`config.mk`:
```
export PLATFORM = sky130hd
export DESIGN_NAME = fsm_regcontrol_top
export DESIGN_NICKNAME = d
export VERILOG_FILES = /design/src/rtl/spi_regs_pkg.sv /design/src/rtl/fsm_regcontrol_core.sv /design/src/rtl/fsm_regcontrol_top.sv
export SDC_FILE = /design/constraint.sdc
export NUM_CORES = 2
export LEC_CHECK = 0
export CAP_MARGIN = 15
export CORE_AREA = 2 2 447 449
export DETAILED_ROUTE_END_ITERATION = 10
export DIE_AREA = 0 0 449 451
export GPL_TIMING_DRIVEN = 0
export PLACE_DENSITY = 0.44
export SETUP_SLACK_MARGIN = 0.15
export SYNTH_ARGS = -nofsm -noshare
export SYNTH_HDL_FRONTEND = slang
export SYNTH_HIERARCHICAL = 1
export SYNTH_SLANG_ARGS = --single-unit
```
`constraint.sdc`:
```
create_clock -name clk -period 4.05 [get_ports clk]
set_input_delay 0.81 -clock clk [delete_from_list [all_inputs] [get_ports clk]]
set_output_delay 0.81 -clock clk [all_outputs]
set_load 0.1 [all_outputs]
```
`src/rtl/spi_regs_pkg.sv`:
```
// Shared definitions for the SPI register front-end: FSM states, control-register
// field positions and the host-writable mask.
package spi_regs_pkg;

  typedef enum logic [1:0] {
    IDLE = 2'd0,
    BUSY = 2'd1,
    DONE = 2'd2
  } state_t;

  localparam int SEND_BIT = 0;
  localparam int CS_BIT   = 1;
  localparam int ALL1_BIT = 2;
  localparam int ALL0_BIT = 3;
  localparam int NTX_LSB  = 4;
  localparam int NTX_MSB  = 12;
  localparam int NRX_LSB  = 16;
  localparam int NRX_MSB  = 25;

  localparam int NTX_W = NTX_MSB - NTX_LSB + 1;
  localparam int NRX_W = NRX_MSB - NRX_LSB + 1;

  // Bits a host write may set: send, the three pass-through flags and n_tx_end.
  // n_rx_end is status owned by the FSM and always restarts from zero on a write.
  localparam logic [31:0] CTRL_WR_MASK =
      (32'h1 << SEND_BIT) | (32'h1 << CS_BIT) | (32'h1 << ALL1_BIT) |
      (32'h1 << ALL0_BIT) | (((32'h1 << NTX_W) - 32'h1) << NTX_LSB);

  // Received-word counter increment that sticks at its maximum value.
  function automatic logic [NRX_W-1:0] nrx_sat_inc(input logic [NRX_W-1:0] v);
    return (v == '1) ? v : v + 1'b1;
  endfunction

endpackage

```
`src/rtl/fsm_regcontrol_core.sv`:
```
// Transaction FSM, transferred-word counter and control-register update.
// Inputs are already single-cycle edge pulses from the top level.
module fsm_regcontrol_core
  import spi_regs_pkg::*;
(
  input  logic        clk,
  input  logic        rst,
  input  logic        wr_ctrl,
  input  logic        trans_edge,
  input  logic [31:0] wdata,
  output logic [31:0] ctrl
);

  state_t           state;
  state_t           state_nxt;
  logic [NTX_W-1:0] tx_cnt;
  logic             load_ctrl;
  logic             count_word;
  logic             clear_send;
  logic             start_tx;

  // State register.
  always_ff @(posedge clk) begin
    if (rst) state <= IDLE;
    else     state <= state_nxt;
  end

  // Next-state and per-cycle action decode; host control writes only land in IDLE,
  // so a write coinciding with a transfer event in BUSY is simply not decoded.
  always_comb begin
    state_nxt  = state;
    load_ctrl  = 1'b0;
    count_word = 1'b0;
    clear_send = 1'b0;
    start_tx   = 1'b0;
    case (state)
      IDLE: begin
        load_ctrl = wr_ctrl;
        if (ctrl[SEND_BIT]) begin
          start_tx  = 1'b1;
          state_nxt = BUSY;
        end
      end
      BUSY: begin
        if (trans_edge) begin
          count_word = 1'b1;
          if (tx_cnt == ctrl[NTX_MSB:NTX_LSB]) state_nxt = DONE;
        end
      end
      DONE: begin
        clear_send = 1'b1;
        state_nxt  = IDLE;
      end
      default: state_nxt = IDLE;
    endcase
  end

  // Words transferred in the current transaction; restarts when a transaction begins.
  always_ff @(posedge clk) begin
    if (rst)             tx_cnt <= '0;
    else if (start_tx)   tx_cnt <= '0;
    else if (count_word) tx_cnt <= tx_cnt + 1'b1;
  end

  // Control register: host load, received-word count, and send clear on completion.
  always_ff @(posedge clk) begin
    if (rst) begin
      ctrl <= '0;
    end else if (load_ctrl) begin
      ctrl <= wdata & CTRL_WR_MASK;
    end else if (count_word) begin
      ctrl[NRX_MSB:NRX_LSB] <= nrx_sat_inc(ctrl[NRX_MSB:NRX_LSB]);
    end else if (clear_send) begin
      ctrl[SEND_BIT] <= 1'b0;
    end
  end

endmodule

```
`src/rtl/fsm_regcontrol_top.sv`:
```
// SPI register front-end: edge detection of host and engine strobes, the data
// buffer with its wrapping write pointer, and the host readback mux.
module fsm_regcontrol_top
  import spi_regs_pkg::*;
#(
  parameter int N = 5
) (
  input  logic        clk,
  input  logic        rst,
  input  logic        wr_i,
  input  logic        reg_sel_i,
  input  logic [31:0] entrada_i,
  input  logic        t_trans_ready,
  output logic [31:0] salida_o
);

  localparam int DEPTH = 1 << N;

  logic          wr_q;
  logic          ttr_q;
  logic          wr_edge;
  logic          ttr_edge;
  logic [N-1:0]  wr_ptr;
  logic [N-1:0]  rd_ptr;
  logic [31:0]   ctrl;
  logic [31:0]   mem [0:DEPTH-1];

  // Delayed copies of the level strobes so a held level acts only once.
  always_ff @(posedge clk) begin
    if (rst) begin
      wr_q  <= 1'b0;
      ttr_q <= 1'b0;
    end else begin
      wr_q  <= wr_i;
      ttr_q <= t_trans_ready;
    end
  end

  assign wr_edge  = wr_i & ~wr_q;
  assign ttr_edge = t_trans_ready & ~ttr_q;

  // Data buffer: accepts host data writes in every FSM state.
  always_ff @(posedge clk) begin
    if (rst) begin
      for (int i = 0; i < DEPTH; i++) mem[i] <= '0;
    end else if (wr_edge && !reg_sel_i) begin
      mem[wr_ptr] <= entrada_i;
    end
  end

  // Write pointer, wrapping naturally at the buffer depth.
  always_ff @(posedge clk) begin
    if (rst)                         wr_ptr <= '0;
    else if (wr_edge && !reg_sel_i)  wr_ptr <= wr_ptr + 1'b1;
  end

  fsm_regcontrol_core u_core (
    .clk        (clk),
    .rst        (rst),
    .wr_ctrl    (wr_edge & reg_sel_i),
    .trans_edge (ttr_edge),
    .wdata      (entrada_i),
    .ctrl       (ctrl)
  );

  // Readback shows the most recently written data word.
  assign rd_ptr   = wr_ptr - N'(1);
  assign salida_o = reg_sel_i ? ctrl : mem[rd_ptr];

endmodule

```
==> flow_metrics.tcl <==
set metrics [dict create \
    die_h_um 451 \
    leakagePower_nw 20.72 \
    start_kind "register" \
    clock_path_buffers 3 \
    r2r-end "mem[5][29]$_SDFFCE_PN0P_" \
    seqCellArea_um2 31580 \
    synth_area_leaders "edfxtp_1 (63%), and2_1 (13%), mux4_2 (12%), clkbuf_1 (1.8%), dfxtp_1 (1.7%)" \
    synth_top_cell_area_share_pct 62.58 \
    finalHoldViolations 0 \
    pwr-share-seq_pct 46.5 \
    grt_start_max_net_pins 33 \
    ant_nets 0 \
    synth_compound_area_share_pct 2.363 \
    relSlewSlack_pct 27.78 \
    finalClockSkew_ns 0.07983 \
    r2r_setup_slack_ns 0.63 \
    share_comb_of_total_power_pct 13.5 \
    viasPerCell 4.458 \
    finalWorstSetupSlack_ns -0.3956 \
    ys_types 55 \
    grt_pass1_vias 29920 \
    synth_fa_ha_area_share_pct 0.1528 \
    hold_path_end "u_core/ctrl[1]$_SDFFE_PP0P_" \
    synth_area_um2 49140 \
    cts_tree "built" \
    clk_latency_ns 0.78 \
    row_count 164 \
    port_buffers 68 \
    post-dp-hpwl_mm 116.6 \
    timing.rr.start "wr_ptr[2]$_SDFFE_PP0N_" \
    synthArstFlopShare_pct 0 \
    drcViolationCount 0 \
    synth_top_area_cell "edfxtp_1" \
    synth_top_family_by_area "simple AND/OR/NAND/NOR gates" \
    syn_inst 3390 \
    power_frac_clock_pct 40.0 \
    hold_ws_ns 0.4704 \
    synth.most_common_cell "and2_1" \
    power_density_nw_per_um2 448.3 \
    arrival_ns 3.64 \
    finalWirelength_mm 167.6 \
    coreArea_um2 198200 \
    max_freq_mhz 224.9 \
    clkSlewWorstSetupHoldPaths_ns 0.06 \
    dp_cells 6136 \
    holdPathStages 2 \
    die_x_um 449 \
    synth_xor_area_share_pct 0.4430 \
    p_int_mw 19.82 \
    multi_input_area_um2 17490 \
    areaGrowthSynthToFinish_pct 22.31 \
    gp_congestion 0.8459 \
    ys_ff_latch 1065 \
    start_util_pct 24.79 \
    worstMarginPinSlew_ns 1.083 \
    path_max_fanout 6 \
    stdcell_count 6393 \
    endpoint_kind "output port" \
    synth_top_flop_cell "edfxtp_1" \
    synth-simple-area-share_pct 17.47 \
    synth_edf_count 1024 \
    grt_overflow_total 0 \
    root_buffer "clkbuf_16" \
    yosysSeqAreaShare_pct 64.25 \
    num_io_pins 69 \
    grt_use_total_pct 16.48 \
    ys_warn_count 6 \
    vias 28500 \
    p_switching_mw 7.121 \
    grt_first_pass_wirelength_mm 236.4 \
    synth_common_cells "and2_1 (1026), edfxtp_1 (1024), mux4_2 (256)" \
    drt_iter0_drc 2084 \
    holdCritStartpoint "u_core/ctrl[1]$_SDFFE_PP0P_" \
    final.setup.tns_ns -9.195 \
    cts_sinks 1065 \
    r2r_cells 6 \
    synth_mux_area_share_pct 11.80 \
    antenna_found_initial 6 \
    rsz0062_at_grt "true" \
    cp.required_ns 3.24 \
    finalSetupViolCount 32 \
    cts_buffers 121 \
    final_layout_size_suffix_gt1_share_pct 22.94 \
    swShare_pct 26.43 \
    drt-pass1-iter-count 5 \
    synth.avg_cell_area_um2 14.50 \
    htreeDepth 3 \
    violations "negative setup slack" \
    fill_cells 19840 \
    drt-wirelength-per-cell_um 26.22 \
    layout_min_cycle_time_ns 4.446 \
    critPathKind "register to output port" \
    post-route-period-util_pct 109.8 \
    peakVddDrop_v 0.0003616 \
    slew_viol_final 0 \
    dieArea_um2 202500 \
    min_path_type "register to register" \
    status "finished with violations" \
    maxCapViolations 0 \
    fin_nets 3680 \
]
-- layer usage --
layer	GRT usage (%)	routed length [um]	vias to the layer above
met1	21.26	71660	14940
met2	28.44	83980	600
li1	-	-	12740
met4	4.882	5267	0
met5	0	0	-
met3	2.535	6692	222
-- flip-flops by register name, indices dropped and copies added (netlist names) --
register / cells
mem: 1024
ttr_q: 1
u_core/ctrl: 23
u_core/state: 2
u_core/tx_cnt: 9
wr_ptr: 5
wr_q: 1
-- worst max-delay path, stage by stage (launching register included) --
cell and delay [ns]:
dfxtp_4 0.35, buf_12 0.13, buf_12 0.12, buf_12 0.12
clkinv_8 0.04, ha_4 0.19, buf_12 0.14, clkbuf_16 0.17
buf_8 0.15, buf_12 0.14, buf_4 0.13, mux4_2 0.28
inv_2 0.10, o22ai_4 0.08, nor4_4 0.37, nor3_4 0.14
buf_12 0.20
-- cells in the final DEF, fill, tap and decap left out, types with 10 or more instances in the layout --
cell             count
a21boi_0            21
a21boi_1            43
a21oi_1             22
and2_1            1026
and3_1              30
buf_12              62
buf_2               10
buf_4               63
buf_6               21
clkbuf_1           229
clkbuf_16          128
clkbuf_2            15
clkdlybuf4s50_1     36
clkinv_1            35
clkinv_2            22
dfxtp_1             39
edfxtp_1          1024
inv_1               26
inv_2               42
mux4_2             256
nand2_1            105
nor2_1             131
nor2_2              19
nor3_4              32
nor4_4              25
o22ai_1             12
o22ai_2             17
o22ai_4             35
or2_2               18
or2_4               17
xnor2_1             16
-- cell type report --
cell class,count,share of cell area [%]
diodes,1,0.004164
plain buffers,319,3.387
clock buffers,147,5.200
clock inverters,75,1.076
inverters,70,0.4601
multi-input cells,1944,29.11
flip-flops and latches,1065,52.54
well taps,2656,5.529
repair buffers,116,2.700
-- power groups by stage --
stage | combinational, mW | sequential (mW) | clock (mW)
floorplan | 1.85 | 12.7 | 0
global placement | 3.05 | 12.8 | 0
detailed placement | 3.07 | 12.8 | 0
CTS | 3.69 | 12.5 | 10.9
global route | 3.82 | 12.6 | 11.3
finish | 3.65 | 12.5 | 10.8
-- cell families (layout without fill, tap and decap cells) --
| kind of cell | count (synthesis) | count (layout) |
|---|---|---|
| AND/OR/NAND/NOR | 1475 | 1475 |
| flip-flops | 1065 | 1065 |
| buffers and inverters | 389 | 727 |
| XOR/XNOR | 24 | 24 |
| AO/OA/AOI/OAI | 171 | 171 |
| multiplexers | 259 | 259 |
| other | 1 | 10 |
| adder cells (fa/ha/maj) | 6 | 6 |
-- metrics by stage --
step | power [mW] | utilization (%) | area [um2] | worst slack [ns]
floorplan | 14.56 | - | 49550 | 0.08313
global placement | 15.81 | 27.01 | 53550 | -2.784
detailed placement | 15.84 | 27.12 | 53760 | -2.730
CTS | 27.18 | 30.24 | 59950 | -0.4996
global route | 27.72 | 30.32 | 60100 | -0.4871
finish | 26.94 | 30.32 | 60100 | -0.3956
-- timing repair --
item | 4_1_cts | 5_1_grt
pin swaps | 67 | 18
hold buffers | 0 | 0
setup endpoints to repair | 206 | 348
resized for setup | 701 | 57
buffers inserted | 25 | 5
cloned | 4 | 0
-- how the worst max path moves through the flow --
stage                                start            to  slack [ns]
floorplan           wr_ptr[0]$_SDFFE_PP0N_  salida_o[16]        0.08
global placement    wr_ptr[0]$_SDFFE_PP0N_  salida_o[18]       -2.78
detailed placement  wr_ptr[0]$_SDFFE_PP0N_  salida_o[18]       -2.73
CTS                 wr_ptr[0]$_SDFFE_PP0N_  salida_o[22]       -0.50
global route        wr_ptr[0]$_SDFFE_PP0N_  salida_o[22]       -0.49
finish              wr_ptr[0]$_SDFFE_PP0N_  salida_o[31]       -0.40
No activity file was read; power rests on OpenSTA's default activity.
